$ cat config.mk
export PLATFORM = sky130hd
export DESIGN_NAME = instr_encoder_flat
export DESIGN_NICKNAME = d
export VERILOG_FILES = /design/src/rtl/instr_encoder_pkg.sv /design/src/rtl/instr_encoder_if.sv /design/src/rtl/instr_encoder_enc_fifo.sv /design/src/rtl/instr_encoder.sv /design/src/flat_wrapper.sv
export SDC_FILE = /design/constraint.sdc
export NUM_CORES = 1
export LEC_CHECK = 0
export ABC_CLOCK_PERIOD_IN_PS = 4870
export BUFFER_PORTS_ARGS = -buffer_cell sky130_fd_sc_hd__buf_2
export CAP_MARGIN = 10
export CORE_UTILIZATION = 50
export CTS_CLUSTER_DIAMETER = 40
export DETAILED_ROUTE_END_ITERATION = 16
export PLACE_DENSITY = 0.68
export SLEW_MARGIN = 20
export SYNTH_ARGS = -nofsm -noshare
export SYNTH_HDL_FRONTEND = slang
export SYNTH_SLANG_ARGS = --single-unit
$ cat constraint.sdc
create_clock -name clk -period 4.87 [get_ports clk]
set_input_delay 1.2175 -clock clk [delete_from_list [all_inputs] [get_ports clk]]
set_output_delay 1.2175 -clock clk [all_outputs]
set_load 0.01 [all_outputs]
$ cat src/rtl/instr_encoder_pkg.sv
// ---------------------------------------------------------------------------
// instr_enc_pkg
// Shared definitions for the instruction encoder:
//   - instr_kind_e : 4-bit symbolic instruction kind carried on in_kind
//   - OP_*         : MIPS primary opcode constants
//   - NOP_WORD     : the all-zero word (sll $0,$0,0)
//   - kind_is_legal / kind_has_delay_slot / encode_instr helpers
// ---------------------------------------------------------------------------
package instr_enc_pkg;

  typedef enum logic [3:0] {
    KIND_RTYPE = 4'd0,
    KIND_ADDI  = 4'd1,
    KIND_ORI   = 4'd2,
    KIND_SLTI  = 4'd3,
    KIND_LW    = 4'd4,
    KIND_SW    = 4'd5,
    KIND_J     = 4'd6,
    KIND_BEQ   = 4'd7,
    KIND_BNE   = 4'd8
  } instr_kind_e;

  localparam logic [5:0] OP_SPECIAL = 6'b000000;
  localparam logic [5:0] OP_ADDI    = 6'b001000;
  localparam logic [5:0] OP_ORI     = 6'b001101;
  localparam logic [5:0] OP_SLTI    = 6'b001010;
  localparam logic [5:0] OP_LW      = 6'b100011;
  localparam logic [5:0] OP_SW      = 6'b101011;
  localparam logic [5:0] OP_J       = 6'b000010;
  localparam logic [5:0] OP_BEQ     = 6'b000100;
  localparam logic [5:0] OP_BNE     = 6'b000101;

  localparam logic [31:0] NOP_WORD = 32'h0000_0000;

  // Kinds 9..15 have no encoding; they are swallowed and flagged upstream.
  function automatic logic kind_is_legal(input logic [3:0] kind);
    return (kind <= 4'd8);
  endfunction

  // Control-transfer kinds that get a padding NOP when delay slots are filled.
  function automatic logic kind_has_delay_slot(input logic [3:0] kind);
    return (kind == KIND_J) || (kind == KIND_BEQ) || (kind == KIND_BNE);
  endfunction

  // Packs one request into a 32-bit MIPS word. Fields a kind does not use
  // are simply ignored; illegal kinds produce NOP_WORD (never pushed anyway).
  function automatic logic [31:0] encode_instr(
    input logic [3:0]  kind,
    input logic [4:0]  rs,
    input logic [4:0]  rt,
    input logic [4:0]  rd,
    input logic [5:0]  funct,
    input logic [25:0] imm
  );
    logic [31:0] w;
    w = NOP_WORD;
    case (instr_kind_e'(kind))
      KIND_RTYPE: w = {OP_SPECIAL, rs, rt, rd, 5'b00000, funct};
      KIND_ADDI:  w = {OP_ADDI, rs, rt, imm[15:0]};
      KIND_ORI:   w = {OP_ORI,  rs, rt, imm[15:0]};
      KIND_SLTI:  w = {OP_SLTI, rs, rt, imm[15:0]};
      KIND_LW:    w = {OP_LW,   rs, rt, imm[15:0]};
      KIND_SW:    w = {OP_SW,   rs, rt, imm[15:0]};
      KIND_J:     w = {OP_J,    imm[25:0]};
      KIND_BEQ:   w = {OP_BEQ,  rs, rt, imm[15:0]};
      KIND_BNE:   w = {OP_BNE,  rs, rt, imm[15:0]};
      default:    w = NOP_WORD;
    endcase
    return w;
  endfunction

endpackage

$ cat src/rtl/instr_encoder_if.sv
// ---------------------------------------------------------------------------
// instr_encoder_if
// Request and instruction-memory write signals of the instruction encoder.
//   Request side : in_valid, in_ready, in_kind, in_rs, in_rt, in_rd,
//                  in_funct, in_imm
//   Memory side  : im_we, im_ready, im_addr, im_wdata
// Modports:
//   slave  - the encoder (consumes requests, drives memory writes)
//   master - the request source / memory model (bench or loader)
// ---------------------------------------------------------------------------
interface instr_encoder_if #(
  parameter int AW = 8
);
  logic          in_valid;
  logic          in_ready;
  logic [3:0]    in_kind;
  logic [4:0]    in_rs;
  logic [4:0]    in_rt;
  logic [4:0]    in_rd;
  logic [5:0]    in_funct;
  logic [25:0]   in_imm;

  logic          im_we;
  logic          im_ready;
  logic [AW-1:0] im_addr;
  logic [31:0]   im_wdata;

  modport slave (
    input  in_valid, in_kind, in_rs, in_rt, in_rd, in_funct, in_imm,
    output in_ready,
    output im_we, im_addr, im_wdata,
    input  im_ready
  );

  modport master (
    output in_valid, in_kind, in_rs, in_rt, in_rd, in_funct, in_imm,
    input  in_ready,
    input  im_we, im_addr, im_wdata,
    output im_ready
  );
endinterface

$ cat src/rtl/instr_encoder_enc_fifo.sv
// ---------------------------------------------------------------------------
// enc_fifo
// DEPTH x W synchronous FIFO that can take one or two words per push.
// Ports:
//   clk, rst_n   clock / asynchronous active-low reset
//   clear        synchronous flush (wins over push and pop)
//   push, push2  push din0; with push2 also push din1 right behind it
//   din0, din1   data words
//   pop          drop the head word (ignored when empty)
//   dout         head word (undefined contents when empty)
//   empty, full  occupancy flags
//   free         number of free entries
// The caller must not push more words than 'free' allows.
// ---------------------------------------------------------------------------
module enc_fifo #(
  parameter int DEPTH = 4,
  parameter int W     = 32,
  localparam int PW   = $clog2(DEPTH),
  localparam int CW   = PW + 1
) (
  input  logic          clk,
  input  logic          rst_n,
  input  logic          clear,
  input  logic          push,
  input  logic          push2,
  input  logic [W-1:0]  din0,
  input  logic [W-1:0]  din1,
  input  logic          pop,
  output logic [W-1:0]  dout,
  output logic          empty,
  output logic          full,
  output logic [CW-1:0] free
);

  logic [W-1:0]  mem [DEPTH];
  logic [PW-1:0] wr_ptr;
  logic [PW-1:0] rd_ptr;
  logic [CW-1:0] count;
  logic [CW-1:0] push_n;
  logic          pop_ok;

  // Number of words entering this cycle (0, 1 or 2).
  always_comb begin
    push_n = '0;
    if (push) begin
      push_n = push2 ? CW'(2) : CW'(1);
    end
  end

  assign pop_ok = pop & ~empty;

  // Pointer and occupancy bookkeeping; pointers wrap naturally because
  // DEPTH is a power of two.
  always_ff @(posedge clk or negedge rst_n) begin
    if (!rst_n) begin
      wr_ptr <= '0;
      rd_ptr <= '0;
      count  <= '0;
    end else if (clear) begin
      wr_ptr <= '0;
      rd_ptr <= '0;
      count  <= '0;
    end else begin
      wr_ptr <= wr_ptr + push_n[PW-1:0];
      rd_ptr <= rd_ptr + PW'(pop_ok);
      count  <= count + push_n - CW'(pop_ok);
    end
  end

  // Storage is not reset; 'empty' masks whatever it holds.
  always_ff @(posedge clk) begin
    if (push && !clear) begin
      mem[wr_ptr] <= din0;
      if (push2) begin
        mem[wr_ptr + PW'(1)] <= din1;
      end
    end
  end

  assign dout  = mem[rd_ptr];
  assign empty = (count == '0);
  assign full  = (count == CW'(DEPTH));
  assign free  = CW'(DEPTH) - count;

endmodule

$ cat src/rtl/instr_encoder.sv
// ---------------------------------------------------------------------------
// instr_encoder
// Packs symbolic instruction requests into 32-bit MIPS words, buffers them
// in a small FIFO and writes them to consecutive instruction-memory word
// addresses starting at base_addr.
// Ports:
//   clk, rst_n  clock / asynchronous active-low reset
//   clear       synchronous flush: empties FIFO, reloads address, zeroes words
//   base_addr   start word address (sampled on reset release and on clear)
//   bus         instr_encoder_if.slave: request handshake + memory write port
//   words       completed writes since reset/clear, saturating
//   err         sticky flag: an illegal kind was accepted
// Build option:
//   ENC_DELAY_SLOT_EN - every J/BEQ/BNE is followed by a NOP word; requests
//                       are then only accepted with two free FIFO slots.
// ---------------------------------------------------------------------------
module instr_encoder
  import instr_enc_pkg::*;
#(
  parameter int AW    = 8,
  parameter int DEPTH = 4
) (
  input  logic              clk,
  input  logic              rst_n,
  input  logic              clear,
  input  logic [AW-1:0]     base_addr,
  instr_encoder_if.slave    bus,
  output logic [AW:0]       words,
  output logic              err
);

  localparam int CW = $clog2(DEPTH) + 1;

`ifdef ENC_DELAY_SLOT_EN
  localparam int NEED_FREE = 2;
`else
  localparam int NEED_FREE = 1;
`endif

  logic          in_ready_w;
  logic          accept;
  logic          legal;
  logic [31:0]   enc_word;
  logic          push;
  logic          push2;
  logic          pop;
  logic [31:0]   fifo_dout;
  logic          fifo_empty;
  logic          fifo_full;
  logic [CW-1:0] fifo_free;
  logic [AW-1:0] addr_q;
  logic          addr_loaded;
  logic [AW-1:0] cur_addr;
  logic [AW:0]   words_q;
  logic          err_q;

  // Readiness is gated by reset and clear directly so it is low
  // asynchronously in reset and during a flush cycle. The uniform free-slot
  // threshold means no pass-through when full, even if a pop is happening.
  assign in_ready_w = rst_n & ~clear & (fifo_free >= CW'(NEED_FREE));
  assign accept     = bus.in_valid & in_ready_w;

  assign legal    = kind_is_legal(bus.in_kind);
  assign enc_word = encode_instr(bus.in_kind, bus.in_rs, bus.in_rt,
                                 bus.in_rd, bus.in_funct, bus.in_imm);

  assign push = accept & legal;
`ifdef ENC_DELAY_SLOT_EN
  assign push2 = kind_has_delay_slot(bus.in_kind);
`else
  assign push2 = 1'b0;
`endif

  // A write completes on im_we & im_ready; clear cancels it.
  assign pop = ~fifo_empty & bus.im_ready & ~clear;

  enc_fifo #(
    .DEPTH (DEPTH),
    .W     (32)
  ) u_fifo (
    .clk   (clk),
    .rst_n (rst_n),
    .clear (clear),
    .push  (push),
    .push2 (push2),
    .din0  (enc_word),
    .din1  (NOP_WORD),
    .pop   (pop),
    .dout  (fifo_dout),
    .empty (fifo_empty),
    .full  (fifo_full),
    .free  (fifo_free)
  );

  // Until the first clock after reset the address register has not sampled
  // base_addr yet, so base_addr is shown directly. From then on the register
  // owns the address (a write cannot complete in that first cycle because
  // the FIFO is still empty).
  assign cur_addr = addr_loaded ? addr_q : base_addr;

  always_ff @(posedge clk or negedge rst_n) begin
    if (!rst_n) begin
      addr_q      <= '0;
      addr_loaded <= 1'b0;
    end else if (clear) begin
      addr_q      <= base_addr;
      addr_loaded <= 1'b1;
    end else begin
      addr_q      <= pop ? cur_addr + AW'(1) : cur_addr;
      addr_loaded <= 1'b1;
    end
  end

  // Completed-write counter, saturating at all-ones.
  always_ff @(posedge clk or negedge rst_n) begin
    if (!rst_n) begin
      words_q <= '0;
    end else if (clear) begin
      words_q <= '0;
    end else if (pop && (words_q != {(AW+1){1'b1}})) begin
      words_q <= words_q + (AW+1)'(1);
    end
  end

  // Sticky illegal-kind flag; only reset clears it.
  always_ff @(posedge clk or negedge rst_n) begin
    if (!rst_n) begin
      err_q <= 1'b0;
    end else if (accept && !legal) begin
      err_q <= 1'b1;
    end
  end

  assign bus.in_ready = in_ready_w;
  assign bus.im_we    = ~fifo_empty;
  assign bus.im_addr  = cur_addr;
  assign bus.im_wdata = fifo_empty ? NOP_WORD : fifo_dout;
  assign words        = words_q;
  assign err          = err_q;

  logic unused_full;
  assign unused_full = fifo_full;

endmodule

$ cat src/flat_wrapper.sv
// flat-port wrapper written by rule: the top's interface ports become plain ports
module instr_encoder_flat import instr_enc_pkg::*;
#(
  parameter int AW    = 8,
  parameter int DEPTH = 4
)
  (clk, rst_n, clear, base_addr, words, err, bus_in_valid, bus_in_kind, bus_in_rs, bus_in_rt, bus_in_rd, bus_in_funct, bus_in_imm, bus_in_ready, bus_im_we, bus_im_addr, bus_im_wdata, bus_im_ready);
  instr_encoder_if #(.AW(AW)) bus_i ();
  input  logic clk;
  input  logic rst_n;
  input  logic clear;
  input  logic [AW-1:0] base_addr;
  output logic [AW:0] words;
  output logic err;
  input wire logic [$bits(bus_i.in_valid)-1:0] bus_in_valid;
  input wire logic [$bits(bus_i.in_kind)-1:0] bus_in_kind;
  input wire logic [$bits(bus_i.in_rs)-1:0] bus_in_rs;
  input wire logic [$bits(bus_i.in_rt)-1:0] bus_in_rt;
  input wire logic [$bits(bus_i.in_rd)-1:0] bus_in_rd;
  input wire logic [$bits(bus_i.in_funct)-1:0] bus_in_funct;
  input wire logic [$bits(bus_i.in_imm)-1:0] bus_in_imm;
  output wire logic [$bits(bus_i.in_ready)-1:0] bus_in_ready;
  output wire logic [$bits(bus_i.im_we)-1:0] bus_im_we;
  output wire logic [$bits(bus_i.im_addr)-1:0] bus_im_addr;
  output wire logic [$bits(bus_i.im_wdata)-1:0] bus_im_wdata;
  input wire logic [$bits(bus_i.im_ready)-1:0] bus_im_ready;
  assign bus_i.in_valid = bus_in_valid;
  assign bus_i.in_kind = bus_in_kind;
  assign bus_i.in_rs = bus_in_rs;
  assign bus_i.in_rt = bus_in_rt;
  assign bus_i.in_rd = bus_in_rd;
  assign bus_i.in_funct = bus_in_funct;
  assign bus_i.in_imm = bus_in_imm;
  assign bus_in_ready = bus_i.in_ready;
  assign bus_im_we = bus_i.im_we;
  assign bus_im_addr = bus_i.im_addr;
  assign bus_im_wdata = bus_i.im_wdata;
  assign bus_i.im_ready = bus_im_ready;
  instr_encoder #(.AW(AW), .DEPTH(DEPTH)) u_core (.clk(clk), .rst_n(rst_n), .clear(clear), .base_addr(base_addr), .bus(bus_i), .words(words), .err(err));
endmodule
Yosys cells after proc, flatten, opt, wreduce, memory -nomap -nowiden:

Memories as Yosys holds them, arrays and structs flattened.
Cells that the tools add are included.

* add/sub/neg operators: 7
* $lt $le $gt $ge: 2
* equality and inequality tests: 9
* mux-type cells: 13
* bitwise logic cells: 9
* reductions and logical operators: 8

Operator list (count)
* $pmux W32 S9: 1
* $mux W32: 1
* $mux W8: 3
* $mux W9: 2
* $eq A4 B3 Y1 const B: 4
* $add A9 B1 Y9 const B: 1
* $ne A9 B9 Y1 const B: 1
* $add A8 B1 Y8 const B: 1
* $eq A4 B2 Y1 const B: 2
* $and A1 B1 Y1: 7
* $add A2 B1 Y2: 2
* $eq A4 B1 Y1 const B: 1
* $eq A4 B4 Y1 const B: 1
* $le A4 B4 Y1 const B: 1
* $logic_not A4 Y1: 1
* $mux W2: 2
* $add A3 B1 Y3: 1
* $ge A3 B1 Y1 const B: 1
* $logic_and A1 B1 Y1: 3
* $logic_not A3 Y1: 1
* $mux W1: 3
* $mux W3: 1
* $sub A3 B1 Y3: 1
* $sub A3 B3 Y3 const A: 1
* 3 further kinds: 5

* register bits: 26
* memory bits (writable): 128
* bits of input ports: 64
* output and inout bits: 52
* word-level logic and storage cells: 56
* memories: 1

Memory list
* u_core.u_fifo.mem: depth 4, width 32, read ports 1, clocked after memory_dff 0, wr ports 1, line instr_encoder_enc_fifo.sv:35 `logic [W-1:0] mem [DEPTH];`

Longest topological paths before layout:

* depth in word-level cells: 9
* depth in mapped cells: 11
* gate-level depth less buffers: 11

By module:

From an unflattened synthesis, not the netlist that was laid out.

* cells, all modules: 588
* area, all modules: 8673.3 um2

Modules (own cells, without submodules)
* enc_fifo: instances 1, cells an instance 365, area an instance 6819.0 um2, seq. area each 4018.9 um2
* instr_encoder: instances 1, cells an instance 223, area an instance 1854.3 um2, seq. area each 475.5 um2

Worst setup path before layout:

Ideal clock, no wire load.

* kind: input to register
* start: input port bus_in_kind[0]
* end: memory u_core.u_fifo.mem[2][0] (enable)
* library setup time: 0.464 ns
* arrival time: 4.637 ns
* data required time: 4.406 ns
* path slack: -0.232 ns
* stages on the path: 4
* buffers on the path: 1
* path through: buf_4 > o31a_4 > or4b_4 > nor3b_1

* word-level cells in the longest chain between the ends: 5

Ends and longest elaborated chain
* start: declaration: line flat_wrapper.sv:16 `input wire logic [$bits(bus_i.in_kind)-1:0] bus_in_kind;`
* $le A4 B4 Y1: line instr_encoder_pkg.sv:37 `return (kind <= 4'd8);`
* $and A1 B1 Y1: line instr_encoder.sv:67 `assign push = accept & legal;`
* $logic_and A1 B1 Y1: line instr_encoder_enc_fifo.sv:72 `if (push && !clear) begin`
* $mux W1: line instr_encoder_enc_fifo.sv:72
* $mux W1 (implied by the code): line instr_encoder_enc_fifo.sv:73 `mem[wr_ptr] <= din0;`
* end: declaration: line instr_encoder_enc_fifo.sv:35

No other way between the ends.

Worst setup path in the final report:

* start: register u_core.u_fifo.count[1]
* end: output port bus_im_wdata[26]

* word-level cells in the longest chain between the ends: 2

Ends and longest elaborated chain
* start: declaration: line instr_encoder_enc_fifo.sv:38 `logic [CW-1:0] count;`
* start signal: assignment: line instr_encoder_enc_fifo.sv:66 `count <= count + push_n - CW'(pop_ok);`
* $logic_not A3 Y1: line instr_encoder_enc_fifo.sv:81 `assign empty = (count == '0);`
* $mux W32: line instr_encoder.sv:137 `assign bus.im_wdata = fifo_empty ? NOP_WORD : fifo_dout;`
* end: declaration: line flat_wrapper.sv:25 `output wire logic [$bits(bus_i.im_wdata)-1:0] bus_im_wdata;`

No other way between the ends.

==> impl_metrics.tcl <==
set metrics [dict create \
    r2r_start "u_core.u_fifo.count[1]" \
    cts_tree "built" \
    dp.cells 701 \
    yosys_warnings 0 \
    startpoint "u_core.u_fifo.count[1]" \
    diodes 0 \
    ys_types 49 \
    cp.arrival_ps 2540 \
    grt_pass1_vias 3951 \
    vias 3982 \
    viasPerCell 5.43 \
    grt_usage_pct 20.7 \
    max_freq_ghz 0.266 \
    leakage_nw 3.14 \
    grt_most_used_layer "met2" \
    start_util_pct 52.0 \
    routed_wl_um 13300 \
    utilization_pct 63.2 \
    antenna_found_initial 0 \
    cts_sinks 150 \
    fin_crit_sh_pct 77.1 \
    die_area_um2 13800 \
    num_rows 41 \
    tightest_slew_ps 991 \
    hold_path.class "flip-flop to flip-flop" \
    synth_edf_count 124 \
    relSlewSlack_pct 33.9 \
    power.density_nw_per_um2 444 \
    die-width_um 117 \
    min-delay-start "u_core.err" \
    synth_most_common_cell "edfxtp_1" \
    hold_violations 0 \
    ys_seq_area_share_pct 65.8 \
    max_cap_violations 0 \
    synth_ff_type "edfxtp_1" \
    yosysTopAreaCellShare_pct 56.0 \
    num_io_pins 116 \
    synth_area_um2 6650 \
    postCtsSetupBuffers 0 \
    core_um2 12800 \
    drive_gt1_share_pct 36.7 \
    clockBufferDepth 2 \
    peakVddDrop_uv 243 \
    worst_setup_path_end_kind "output pin" \
    wl_per_cell_um 18.2 \
    post-route-drc-count 0 \
    finalNonFillerCells 733 \
    clk_latency_ps 410 \
    synth_cells 427 \
    finalMaxSlewViolations 0 \
    port_buffers 114 \
    syn_avg_cell_area_um2 15.6 \
    setup_viol 0 \
    crit_path_max_fanout 32 \
    cts-root-buf "clkbuf_16" \
    fin_crit_ps 3750 \
    first_pass_iters 4 \
    grt_pass1_wl_um 20200 \
    start_kind "flip-flop" \
    path_class "flip-flop to output pin" \
    ys_ff_latch 150 \
    path_clk_slew_ps 60 \
    post_cts_resized 0 \
    cts_buffers 17 \
    gr-usage-met3_pct 5.41 \
    status "completed" \
    drt_iter0_drc 247 \
    finClkSkew_ps 7.71 \
    rsz0062_at_grt "no" \
    die_h_um 117 \
    async_flop_share_pct 17.3 \
    grt.met2_usage_pct 35.2 \
    setup_tns_ps 0 \
    syn2layout_area_growth_pct 21.5 \
    crit_required_ps 3650 \
    ff2ff_setup_slack_ps 1980 \
    synth_commonest_cells "124 x edfxtp_1, 36 x and2_1, 36 x nand2_1" \
    synth_nets 500 \
    synth.area.top_cells "edfxtp_1 56%, mux4_2 11%, dfrtp_1 9.8%" \
    hpwlAfterDp_um 8860 \
    routabilityCongestion 0.764 \
    nets 621 \
    grt_max_degree 35 \
    ant_nets 0 \
    synth_top_area_cell "edfxtp_1" \
    htree_levels 4 \
    grt-ovfl-total 0 \
    holdBufCountCts 0 \
    use_met1_pct 25.5 \
]
## layer usage
layer | part of all wire [%] | wire, um
met5 | 0 | 0
met4 | 1.4 | 189
met3 | 4.6 | 609
met2 | 52 | 6910
met1 | 42 | 5610
## where the power goes
group	leakage [nW]	internal, mW	switching (mW)
Sequential	1.47	1.44	0.0388
Combinational	1.36	0.342	0.421
Clock	0.304	0.848	0.490
## cells in the final DEF, fill, tap and decap left out, types with 2 or more instances in the layout
cell         n
mux2_2       6
edfxtp_1   124
clkbuf_8     3
mux4_2      31
a211oi_1     2
nor3b_4      2
nand4_1      4
inv_6        3
o31ai_1      2
and2_1      36
xor2_1       8
a31oi_1      2
o21ai_0      9
buf_4       11
conb_1       2
clkinv_2     4
clkbuf_16   17
ha_1         8
nor4b_4      2
nand3_1      3
a22o_1      10
bufinv_16    3
a21oi_1     19
nand2_1     36
mux2i_1      4
nor2b_1      3
dfrtp_1     25
and3_1       4
and4_1       2
buf_2      114
inv_1        9
nand2b_1     7
nor2_1      16
xnor2_1      8
## metrics by stage
stage	power (mW)	setup slack (ps)	hold slack [ps]	cell area [um2]
detailed placement	2.28	1180	509	7450
finish	3.58	1120	508	8070
global route	3.75	920	520	8070
floorplan	1.99	855	512	6660
global placement	2.26	1200	489	7450
CTS	3.62	1080	522	8070
## sequential cells by signal, summed over array words and instances (netlist names)
| signal | cells |
|---|---|
| u_core.u_fifo.count | 3 |
| u_core.addr_loaded | 1 |
| u_core.u_fifo.wr_ptr | 2 |
| u_core.words | 9 |
| u_core.u_fifo.rd_ptr | 2 |
| u_core.addr_q | 8 |
| u_core.u_fifo.mem | 124 |
| u_core.err | 1 |
## final cells by class
type | count | area, um2
fillers | 950 | 4700
flip-flops and latches | 150 | 4380
multi-input cells | 245 | 2180
repair buffers | 125 | 653
clock buffers | 21 | 470
well taps | 172 | 215
clock inverters | 11 | 144
inverters | 9 | 33.8
## worst max-delay path: stages (launching register included)
cell	delay, ps
dfrtp_1	420
inv_1	60
ha_1	200
ha_1	250
inv_1	750
and2_1	280
buf_2	150
## worst paths after layout
| path | endpoint | depth (start not counted) |
|---|---|---|
| worst max-delay path | bus_im_wdata[26] | 6 |
| worst min-delay path | u_core.err | 1 |
| worst max register to register | u_core.u_fifo.mem[1][15] | 7 |
| worst min register to register | u_core.err | 1 |
| max in group asynchronous | u_core.u_fifo.rd_ptr[0] | 2 |
| min in group asynchronous | u_core.addr_q[0] | 2 |
## cells by family (layout without fill, tap and decap cells)
kind of cell / after synthesis / after routing / synth area share [%]
adder cells (fa/ha/maj): 9 / 9 / 1.81
AND/OR/NAND/NOR: 129 / 129 / 11.2
flip-flops: 150 / 150 / 65.8
AO/OA/AOI/OAI: 48 / 48 / 4.74
XOR/XNOR: 16 / 16 / 2.11
buffers and inverters: 32 / 166 / 2.11
other: 2 / 2 / 0.113
multiplexers: 41 / 41 / 12.1
(Power assumes the default switching activity.)
